### src/rtl/instr_exec.sv
// instr_exec: mode-1 execute stage. Runs a fetch/decode/execute FSM over an
// accumulator datapath, returns pc_ena to the PC stage and emits results on a
// valid/ready OUT port.
// Optional feature macro: EXEC_FLAGS_EN (zero/carry flags and the SKZ skip).
// Without it the flag outputs are tied low and opcode D behaves as NOP.
//
// state    | meaning
// ---------+------------------------------------------------------------
// FETCH    | capture instr into ir
// DECODE   | split ir into opcode and zero-extended immediate
// EXEC     | apply the op; pc_ena unless OUT/HALT
// OUT_WAIT | payload held valid until consumer accepts it
// SKIP     | second pc_ena of a taken SKZ (flags build only)
// HALT     | terminal until reset
module instr_exec #(
    parameter int              DW        = 8,
    parameter logic [DW-1:0]   RESET_ACC = '0
) (
    input  logic          clk,
    input  logic          reset,
    input  logic          ena,
    input  logic [7:0]    instr,
    output logic          pc_ena,
    output logic [DW-1:0] out_data,
    output logic          out_valid,
    input  logic          out_ready,
    output logic [DW-1:0] acc,
    output logic          zero_f,
    output logic          carry_f,
    output logic          halted
);

    typedef enum logic [2:0] {
        S_FETCH, S_DECODE, S_EXEC, S_OUT_WAIT, S_SKIP, S_HALT
    } state_t;

    localparam logic [3:0] OP_LDI  = 4'h1;
    localparam logic [3:0] OP_ADDI = 4'h2;
    localparam logic [3:0] OP_SUBI = 4'h3;
    localparam logic [3:0] OP_ANDI = 4'h4;
    localparam logic [3:0] OP_ORI  = 4'h5;
    localparam logic [3:0] OP_XORI = 4'h6;
    localparam logic [3:0] OP_MOVB = 4'h7;
    localparam logic [3:0] OP_ADDB = 4'h8;
    localparam logic [3:0] OP_SUBB = 4'h9;
    localparam logic [3:0] OP_SHL  = 4'hA;
    localparam logic [3:0] OP_SHR  = 4'hB;
    localparam logic [3:0] OP_OUT  = 4'hC;
    localparam logic [3:0] OP_SKZ  = 4'hD;
    localparam logic [3:0] OP_HALT = 4'hF;

    state_t        state, state_nxt;
    logic [7:0]    ir;
    logic [3:0]    op;
    logic [DW-1:0] imm;
    logic [DW-1:0] b;
    logic [DW-1:0] operand;
    logic [DW-1:0] add_r, sub_r;
    logic [DW-1:0] alu_res;
    logic          acc_we;
    logic          skz_take;

    assign operand = (op == OP_ADDB || op == OP_SUBB) ? b : imm;
    assign halted  = (state == S_HALT);

`ifdef EXEC_FLAGS_EN
    logic add_c, sub_c;
    logic zf, cf;
    logic flag_we, alu_c;

    // carry out of the top bit for ADD, borrow (acc < operand) for SUB
    assign {add_c, add_r} = {1'b0, acc} + {1'b0, operand};
    assign {sub_c, sub_r} = {1'b0, acc} - {1'b0, operand};
    assign zero_f   = zf;
    assign carry_f  = cf;
    assign skz_take = zf;

    // flag update selection per opcode
    always_comb begin
        flag_we = 1'b1;
        alu_c   = 1'b0;
        case (op)
            OP_ADDI, OP_ADDB: alu_c = add_c;
            OP_SUBI, OP_SUBB: alu_c = sub_c;
            OP_SHL:           alu_c = acc[DW-1];
            OP_SHR:           alu_c = acc[0];
            OP_LDI, OP_ANDI, OP_ORI, OP_XORI: alu_c = 1'b0;
            default:          flag_we = 1'b0;
        endcase
    end

    // flag registers, written only when an arithmetic/logic op executes
    always_ff @(posedge clk or posedge reset) begin
        if (reset) begin
            zf <= 1'b0;
            cf <= 1'b0;
        end else if (ena && state == S_EXEC && flag_we) begin
            zf <= (alu_res == '0);
            cf <= alu_c;
        end
    end
`else
    assign add_r    = acc + operand;
    assign sub_r    = acc - operand;
    assign zero_f   = 1'b0;
    assign carry_f  = 1'b0;
    assign skz_take = 1'b0;
`endif

    // accumulator result for the current opcode
    always_comb begin
        alu_res = acc;
        acc_we  = 1'b1;
        case (op)
            OP_LDI:           alu_res = imm;
            OP_ADDI, OP_ADDB: alu_res = add_r;
            OP_SUBI, OP_SUBB: alu_res = sub_r;
            OP_ANDI:          alu_res = acc & imm;
            OP_ORI:           alu_res = acc | imm;
            OP_XORI:          alu_res = acc ^ imm;
            OP_SHL:           alu_res = {acc[DW-2:0], 1'b0};
            OP_SHR:           alu_res = {1'b0, acc[DW-1:1]};
            default:          acc_we  = 1'b0;
        endcase
    end

    // next-state and pc_ena; with ena low nothing moves
    always_comb begin
        state_nxt = state;
        pc_ena    = 1'b0;
        if (ena) begin
            case (state)
                S_FETCH:  state_nxt = S_DECODE;
                S_DECODE: state_nxt = S_EXEC;
                S_EXEC: begin
                    case (op)
                        OP_OUT:  state_nxt = S_OUT_WAIT;
                        OP_HALT: state_nxt = S_HALT;
                        OP_SKZ: begin
                            pc_ena    = 1'b1;
                            state_nxt = skz_take ? S_SKIP : S_FETCH;
                        end
                        default: begin
                            pc_ena    = 1'b1;
                            state_nxt = S_FETCH;
                        end
                    endcase
                end
                S_OUT_WAIT: begin
                    if (out_ready) begin
                        pc_ena    = 1'b1;
                        state_nxt = S_FETCH;
                    end
                end
                S_SKIP: begin
                    pc_ena    = 1'b1;
                    state_nxt = S_FETCH;
                end
                S_HALT:   state_nxt = S_HALT;
                default:  state_nxt = S_FETCH;
            endcase
        end
    end

    // state and datapath registers, all frozen while ena is low
    always_ff @(posedge clk or posedge reset) begin
        if (reset) begin
            state     <= S_FETCH;
            ir        <= '0;
            op        <= '0;
            imm       <= '0;
            acc       <= RESET_ACC;
            b         <= '0;
            out_data  <= '0;
            out_valid <= 1'b0;
        end else if (ena) begin
            state <= state_nxt;
            case (state)
                S_FETCH:  ir <= instr;
                S_DECODE: begin
                    op  <= ir[7:4];
                    imm <= {{(DW-4){1'b0}}, ir[3:0]};
                end
                S_EXEC: begin
                    if (acc_we)
                        acc <= alu_res;
                    if (op == OP_MOVB)
                        b <= acc;
                    if (op == OP_OUT) begin
                        out_data  <= acc;
                        out_valid <= 1'b1;
                    end
                end
                S_OUT_WAIT: begin
                    if (out_ready)
                        out_valid <= 1'b0;
                end
                default: ;
            endcase
        end
    end

endmodule

### config.mk
export PLATFORM = sky130hd
export DESIGN_NAME = instr_exec
export DESIGN_NICKNAME = d
export VERILOG_FILES = /design/src/rtl/instr_exec.sv
export SDC_FILE = /design/constraint.sdc
export NUM_CORES = 1
export LEC_CHECK = 0
export ABC_AREA = 1
export ABC_CLOCK_PERIOD_IN_PS = 3600
export CORE_MARGIN = 2
export CORE_UTILIZATION = 35
export DETAILED_ROUTE_END_ITERATION = 12
export GPL_TIMING_DRIVEN = 0
export SYNTH_ARGS = -nofsm -noshare
export SYNTH_HDL_FRONTEND = slang
export SYNTH_SLANG_ARGS = --single-unit
### constraint.sdc
create_clock -name clk -period 3.6 [get_ports clk]
set_clock_uncertainty 0.05 [all_clocks]
set_input_delay 0.54 -clock clk [delete_from_list [all_inputs] [get_ports clk]]
set_output_delay 0.54 -clock clk [all_outputs]
set_load 0.01 [all_outputs]
Yosys cells after proc, flatten, opt, wreduce, memory -nomap -nowiden
Cells that the tools add are included.
{"block": "classes", "add_sub_neg": 2, "eq_ne": 20, "muxes": 13, "bitwise_logic": 3, "reduce_logical": 15}
{"op": "8-bit one-hot mux with 8 select lines", "count": 1}
{"op": "4-bit equality test (second input constant)", "count": 6}
{"op": "4-bit by 3-bit equality test with 1-bit output (second input constant)", "count": 4}
{"op": "3-bit one-hot mux with 5 select lines", "count": 1}
{"op": "10-bit OR reduction", "count": 1}
{"op": "8-bit adder", "count": 1}
{"op": "8-bit by 4-bit AND with 8-bit output", "count": 1}
{"op": "4-bit by 2-bit equality test with 1-bit output (second input constant)", "count": 2}
{"op": "8-bit two-way mux", "count": 1}
{"op": "8-bit by 4-bit OR with 8-bit output", "count": 1}
{"op": "4-bit AND reduction", "count": 2}
{"op": "8-bit nonzero test", "count": 1}
{"op": "8-bit subtractor", "count": 1}
{"op": "8-bit by 4-bit XOR with 8-bit output", "count": 1}
{"op": "3-bit by 2-bit equality test with 1-bit output (second input constant)", "count": 2}
{"op": "3-bit equality test (second input constant)", "count": 2}
{"op": "1-bit two-way mux", "count": 6}
{"op": "3-bit one-hot mux with 2 select lines", "count": 1}
{"op": "2-bit AND reduction", "count": 3}
{"op": "3-bit AND reduction", "count": 2}
{"op": "2-bit OR reduction", "count": 3}
{"op": "4-bit by 1-bit equality test with 1-bit output (second input constant)", "count": 1}
{"op": "2-bit inequality test (second input constant)", "count": 2}
{"op": "3-bit by 1-bit equality test with 1-bit output (second input constant)", "count": 1}
{"op": "6 further kinds", "count": 6}
{"block": "word_totals", "register_bits": 44, "input_bits": 12, "output_inout_bits": 21, "wordCells": 61}

Logic depth before layout (Yosys ltp)
{"block": "logic_depth", "ltp_word": 5, "ltp_mapped": 21, "mapped_depth_nobuf": 20}

Least setup slack after synthesis
Ideal clock, no wire load.
{"block": "synth_path", "kind": "flip-flop to flip-flop", "start": "reg op[3]", "end": "reg acc[5]", "setup_ns": 0.129, "arrival_time_ns": 2.385, "required_time_ns": 3.421, "setup_slack_ns": 1.036, "path_stages_with_launch": 19, "n_path_buf": 1, "period_less_slack_ns": 2.564, "path_cell_list": "dfrtp_1 buf_6 nor2_1 inv_1 o21ai_4 nand2_2 nand2_1 xor2_1 ha_1 a21oi_1 nand2_1 nand2_1 nand2_1 a21oi_1 nand2_1 nand2_1 nor2_1 o21ai_0 o21ai_0"}
{"block": "synth_via", "elab_chain_cells": 5, "word_cells_on_any_way": 21, "cone_classes": "2 x add/sub; 10 x eq/ne; 3 x mux; 6 x reduce/logical"}
{"element": "start: declaration", "line": "54", "rtl": "logic [3:0] op;"}
{"element": "start signal: assignment", "line": "181", "rtl": "op <= ir[7:4];"}
{"element": "4-bit equality test", "line": "63, 114"}
{"element": "1-bit logical OR", "line": "63", "rtl": "assign operand = (op == OP_ADDB || op == OP_SUBB) ? b : imm;"}
{"element": "8-bit two-way mux", "line": "63"}
{"element": "8-bit subtractor / 8-bit adder (equally long branches)", "line": "104, 103"}
{"element": "8-bit one-hot mux with 8 select lines", "line": "114", "rtl": "case (op)"}
{"element": "end signal: assignment", "line": "186", "rtl": "acc <= alu_res;"}
{"element": "end: declaration", "line": "27", "rtl": "output logic [DW-1:0] acc,"}
Several ways; a longest one is shown, not always the timed one.
A chain may end at the register's enable or synchronous reset.

Final worst setup path
Same ends and word-level chain as after synthesis.

==> flow_summary_export.csv <==
group,metric,value,unit
yosys,syn_inst,352,
final_layout,n_antenna_cell,0,
yosys,ys.warnings.count,0,
sta,fin_crit,3.00,ns
detailed_routing,vias,2355,
cts,max-clock-path-buffers,2,
power_and_ir_drop,p_leak,1.55,nW
yosys,yosys-top-cells-area,"sky130_fd_sc_hd__dfrtp_1 40%, sky130_fd_sc_hd__nand2_1 10%, sky130_fd_sc_hd__o21ai_0 7.1%",
setup_path,cp_data_arrival_time,3.13,ns
cts,post_cts.repair.setup_buffers,0,
sta,setup_viol,0,
power_and_ir_drop,power.share.sequential,0.286,
sta,maxSlewViolCount,0,
detailed_routing,wl_per_cell,12.1,µm
final_layout,area_growth,19.7,%
floorplan,design.die.area,8560,µm²
cts,post_cts_hold_buffer_count,0,
cts,cts_made_buffers,5,
yosys,post_synth_instance_area,2740,µm²
yosys,synth_cell_type_count,41,
cts,clock_insertion_delay_worst_skew,0.29,ns
hold_path,min_path_type,"flip-flop to flip-flop",
place,detailed_place_hpwl,4690,µm
sta,rsz0062_at_grt,"false",
detailed_routing,postRouteWirelength,5960,µm
setup_path,cp_data_required_time,3.73,ns
yosys,synth_largest_type_area_fraction,0.401,
power_and_ir_drop,pwr-share-clk,0.099,
global_route,grt_first_pass_wirelength,10300,µm
detailed_routing,drt_pass1_iterations,4,
power_and_ir_drop,combinationalPowerShare,0.614,
cts,clockRootBuffer,"sky130_fd_sc_hd__clkbuf_8",
yosys,syn_area_per_cell,7.79,µm²
floorplan,die_height,92.5,µm
sta,timing.final.crit_share,0.835,
flow_run,drv_cap,0,
detailed_routing,via_per_inst,4.78,
cts,tritoncts,"done",
place,place_congestion,0.897,
floorplan,initial_core_util,0.359,
place,io_buffer_count,30,
global_route,grt_antenna_before_repair,0,
cts,maximum_level_of_the_cts_h_tree,2,
setup_path,launching_element_type_of_the_critical_path,"flip-flop",
global_route,grt_overflow_total,0,
power_and_ir_drop,p_per_area,933,nW/µm²
yosys,synth_top_cell_by_area,"sky130_fd_sc_hd__dfrtp_1",
cts,clkSlewWorstSetupHoldPaths,0.08,ns
setup_path,critPathMaxFanout,9,
sta,fin_worst_hold_slack,0.442,ns
floorplan,placementRows,32,
floorplan,fp.coreArea,7650,µm²
power_and_ir_drop,sw_frac_of_total,0.477,
power_and_ir_drop,vdd.ir_drop.worst,0.385,mV
setup_path,critical_path.endpoint_type,"flip-flop",
yosys,synth_top_cells_by_count,"76 x sky130_fd_sc_hd__nand2_1, 46 x sky130_fd_sc_hd__inv_1, 44 x sky130_fd_sc_hd__dfrtp_1",
yosys,post_synth_edffs,0,
sta,totalNegativeSetupSlack,0,ns
yosys,postSynth.asyncResetShare,1.00,
yosys,dominant_cell_by_count_in_the_synthesized_netlist,"sky130_fd_sc_hd__nand2_1",
sta,timing.final.hold_violations,0,
final_layout,design.final.nets,419,
final_layout,post_route_cells_drive_above_1_share,0.107,
power_and_ir_drop,power_report.internal_total,1.60,mW
cts,ctsResizeCount,0,
yosys,yosys_most_used_dff,"sky130_fd_sc_hd__dfrtp_1",
run_status,run_status,"completed",
yosys,synth_sequential_area_ratio,0.401,
global_route,vias_in_the_first_global_route,2259,
floorplan,fp.dieW,92.5,µm
setup_path,timing.setup.critical_path_class,"flip-flop to flip-flop",
power_and_ir_drop,total_power,3.06,mW
detailed_routing,initialDrtViolationCount,114,
floorplan,floorplan.io_pins,33,
power_and_ir_drop,p_switching,1.46,mW
global_route,grt_start_max_net_pins,25,
yosys,ys_seq_elements,44,
final_layout,final_cell_area,3280,µm²
place,placed_area,3200,µm²
final_layout,post-route-util,0.429,
detailed_routing,drc_errors,0,
cts,cts.sink_count,44,
detailed_routing,drtAntennaViolNets,0,
sta,max_clock_freq,333,MHz
global_route,grt_usage,0.151,
-- area by class of cell --
cell class	count	area, µm²
Buffer	7	42.5
Clock buffer	5	68.8
Clock inverter	2	12.5
Fill cell	769	4360
Inverter	54	206
Multi-Input combinational cell	248	1400
Sequential cell	44	1100
Tap cell	102	128
Timing Repair Buffer	31	328
-- layer usage --
layer  vias to the layer above  share of wire  GRT usage
li1                       1226              -          -
met1                      1070           0.47      0.198
met2                        48           0.47      0.252
met3                        11          0.038     0.0269
met4                         0          0.020     0.0460
met5                         -              0          0
-- kinds of logic after synthesis --
logic type / after synthesis / synth area share
compound gates: 81 / 0.177
other cells: 1 / 0.00137
xor+xnor: 7 / 0.0224
buf+inv: 61 / 0.0908
fa+ha+maj: 16 / 0.0757
simple gates: 139 / 0.219
flops: 44 / 0.401
mux: 3 / 0.0123
-- critical path: stages (launching register included) --
cell,delay [ns]
sky130_fd_sc_hd__dfrtp_1,0.38
sky130_fd_sc_hd__buf_6,0.14
sky130_fd_sc_hd__nor2_1,0.12
sky130_fd_sc_hd__inv_1,0.08
sky130_fd_sc_hd__o21ai_4,0.29
sky130_fd_sc_hd__nand2_2,0.20
sky130_fd_sc_hd__nand2_1,0.13
sky130_fd_sc_hd__xor2_1,0.18
sky130_fd_sc_hd__ha_1,0.30
sky130_fd_sc_hd__a21oi_1,0.20
sky130_fd_sc_hd__nand2_1,0.10
sky130_fd_sc_hd__nand2_1,0.09
sky130_fd_sc_hd__nand2_1,0.05
sky130_fd_sc_hd__a21oi_1,0.17
sky130_fd_sc_hd__nand2_1,0.07
sky130_fd_sc_hd__nand2_1,0.06
sky130_fd_sc_hd__nor2_1,0.05
sky130_fd_sc_hd__o21ai_0,0.13
sky130_fd_sc_hd__o21ai_0,0.10
-- state kept, by name, summed over array words and instances (netlist names) --
| register | flops |
|---|---|
| b | 8 |
| out_valid | 1 |
| imm | 4 |
| out_data | 8 |
| state | 3 |
| op | 4 |
| acc | 8 |
| ir | 8 |
-- power by group through the flow --
stage | registers, mW | logic, mW | clock network [mW]
final | 0.877 | 1.88 | 0.304
after global routing | 0.911 | 2.18 | 0.342
after CTS | 0.881 | 1.90 | 0.318
after detailed placement | 0.890 | 1.88 | 0
after global placement | 0.884 | 1.85 | 0
after floorplan | 0.886 | 1.35 | 0
-- through the flow --
| stage | instances | worst slack (ns) |
|---|---|---|
| 2_1_floorplan | 353 | 1.04 |
| 3_3_place_gp | 485 | 0.606 |
| 3_5_place_dp | 486 | 0.589 |
| 4_1_cts | 493 | 0.575 |
| 5_1_grt | 493 | 0.220 |
| 6_report | 493 | 0.595 |
-- cell usage in the layout, fill, tap and decap left out, types with 2 or more instances in the layout --
| master | netlist | layout |
|---|---|---|
| sky130_fd_sc_hd__buf_4 | 2 | 2 |
| sky130_fd_sc_hd__o211ai_1 | 2 | 2 |
| sky130_fd_sc_hd__or2_2 | 2 | 2 |
| sky130_fd_sc_hd__xor2_1 | 4 | 4 |
| sky130_fd_sc_hd__nand2_2 | 5 | 5 |
| sky130_fd_sc_hd__nor3_1 | 2 | 2 |
| sky130_fd_sc_hd__dfrtp_1 | 44 | 44 |
| sky130_fd_sc_hd__inv_1 | 46 | 45 |
| sky130_fd_sc_hd__nor2_1 | 27 | 27 |
| sky130_fd_sc_hd__inv_2 | 6 | 7 |
| sky130_fd_sc_hd__o21ai_0 | 39 | 39 |
| sky130_fd_sc_hd__a21oi_1 | 17 | 17 |
| sky130_fd_sc_hd__ha_1 | 15 | 15 |
| sky130_fd_sc_hd__o22ai_1 | 4 | 4 |
| sky130_fd_sc_hd__xnor2_1 | 3 | 3 |
| sky130_fd_sc_hd__clkbuf_1 | 3 | 3 |
| sky130_fd_sc_hd__o221ai_1 | 2 | 2 |
| sky130_fd_sc_hd__clkbuf_8 | 0 | 5 |
| sky130_fd_sc_hd__conb_1 | 1 | 2 |
| sky130_fd_sc_hd__nand3_1 | 20 | 20 |
| sky130_fd_sc_hd__a31oi_1 | 2 | 2 |
| sky130_fd_sc_hd__o2111ai_1 | 3 | 3 |
| sky130_fd_sc_hd__clkinv_2 | 1 | 2 |
| sky130_fd_sc_hd__clkdlybuf4s50_1 | 0 | 30 |
| sky130_fd_sc_hd__nand2_1 | 76 | 76 |
| sky130_fd_sc_hd__mux2_2 | 3 | 3 |
| sky130_fd_sc_hd__o21ai_1 | 2 | 2 |
| sky130_fd_sc_hd__a221oi_1 | 2 | 2 |
| sky130_fd_sc_hd__o31ai_1 | 2 | 2 |
| sky130_fd_sc_hd__nor2_2 | 4 | 4 |
-- worst paths after layout --
| path | endpoint | cells past startpoint | startpoint | slack, ns |
|---|---|---|---|---|
| max in group asynchronous | acc[2] | 3 | reset | 2.49 |
| min in group asynchronous | out_data[0] | 2 | reset | 0.53 |
| worst max-delay path | acc[5] | 18 | op[3] | 0.60 |
| worst max register to register | acc[5] | 18 | op[3] | 0.60 |
| worst min-delay path | out_data[7] | 2 | out_data[7] | 0.44 |
| worst min register to register | out_data[7] | 2 | out_data[7] | 0.44 |
Note: power is estimated with default switching activity, not from simulation.
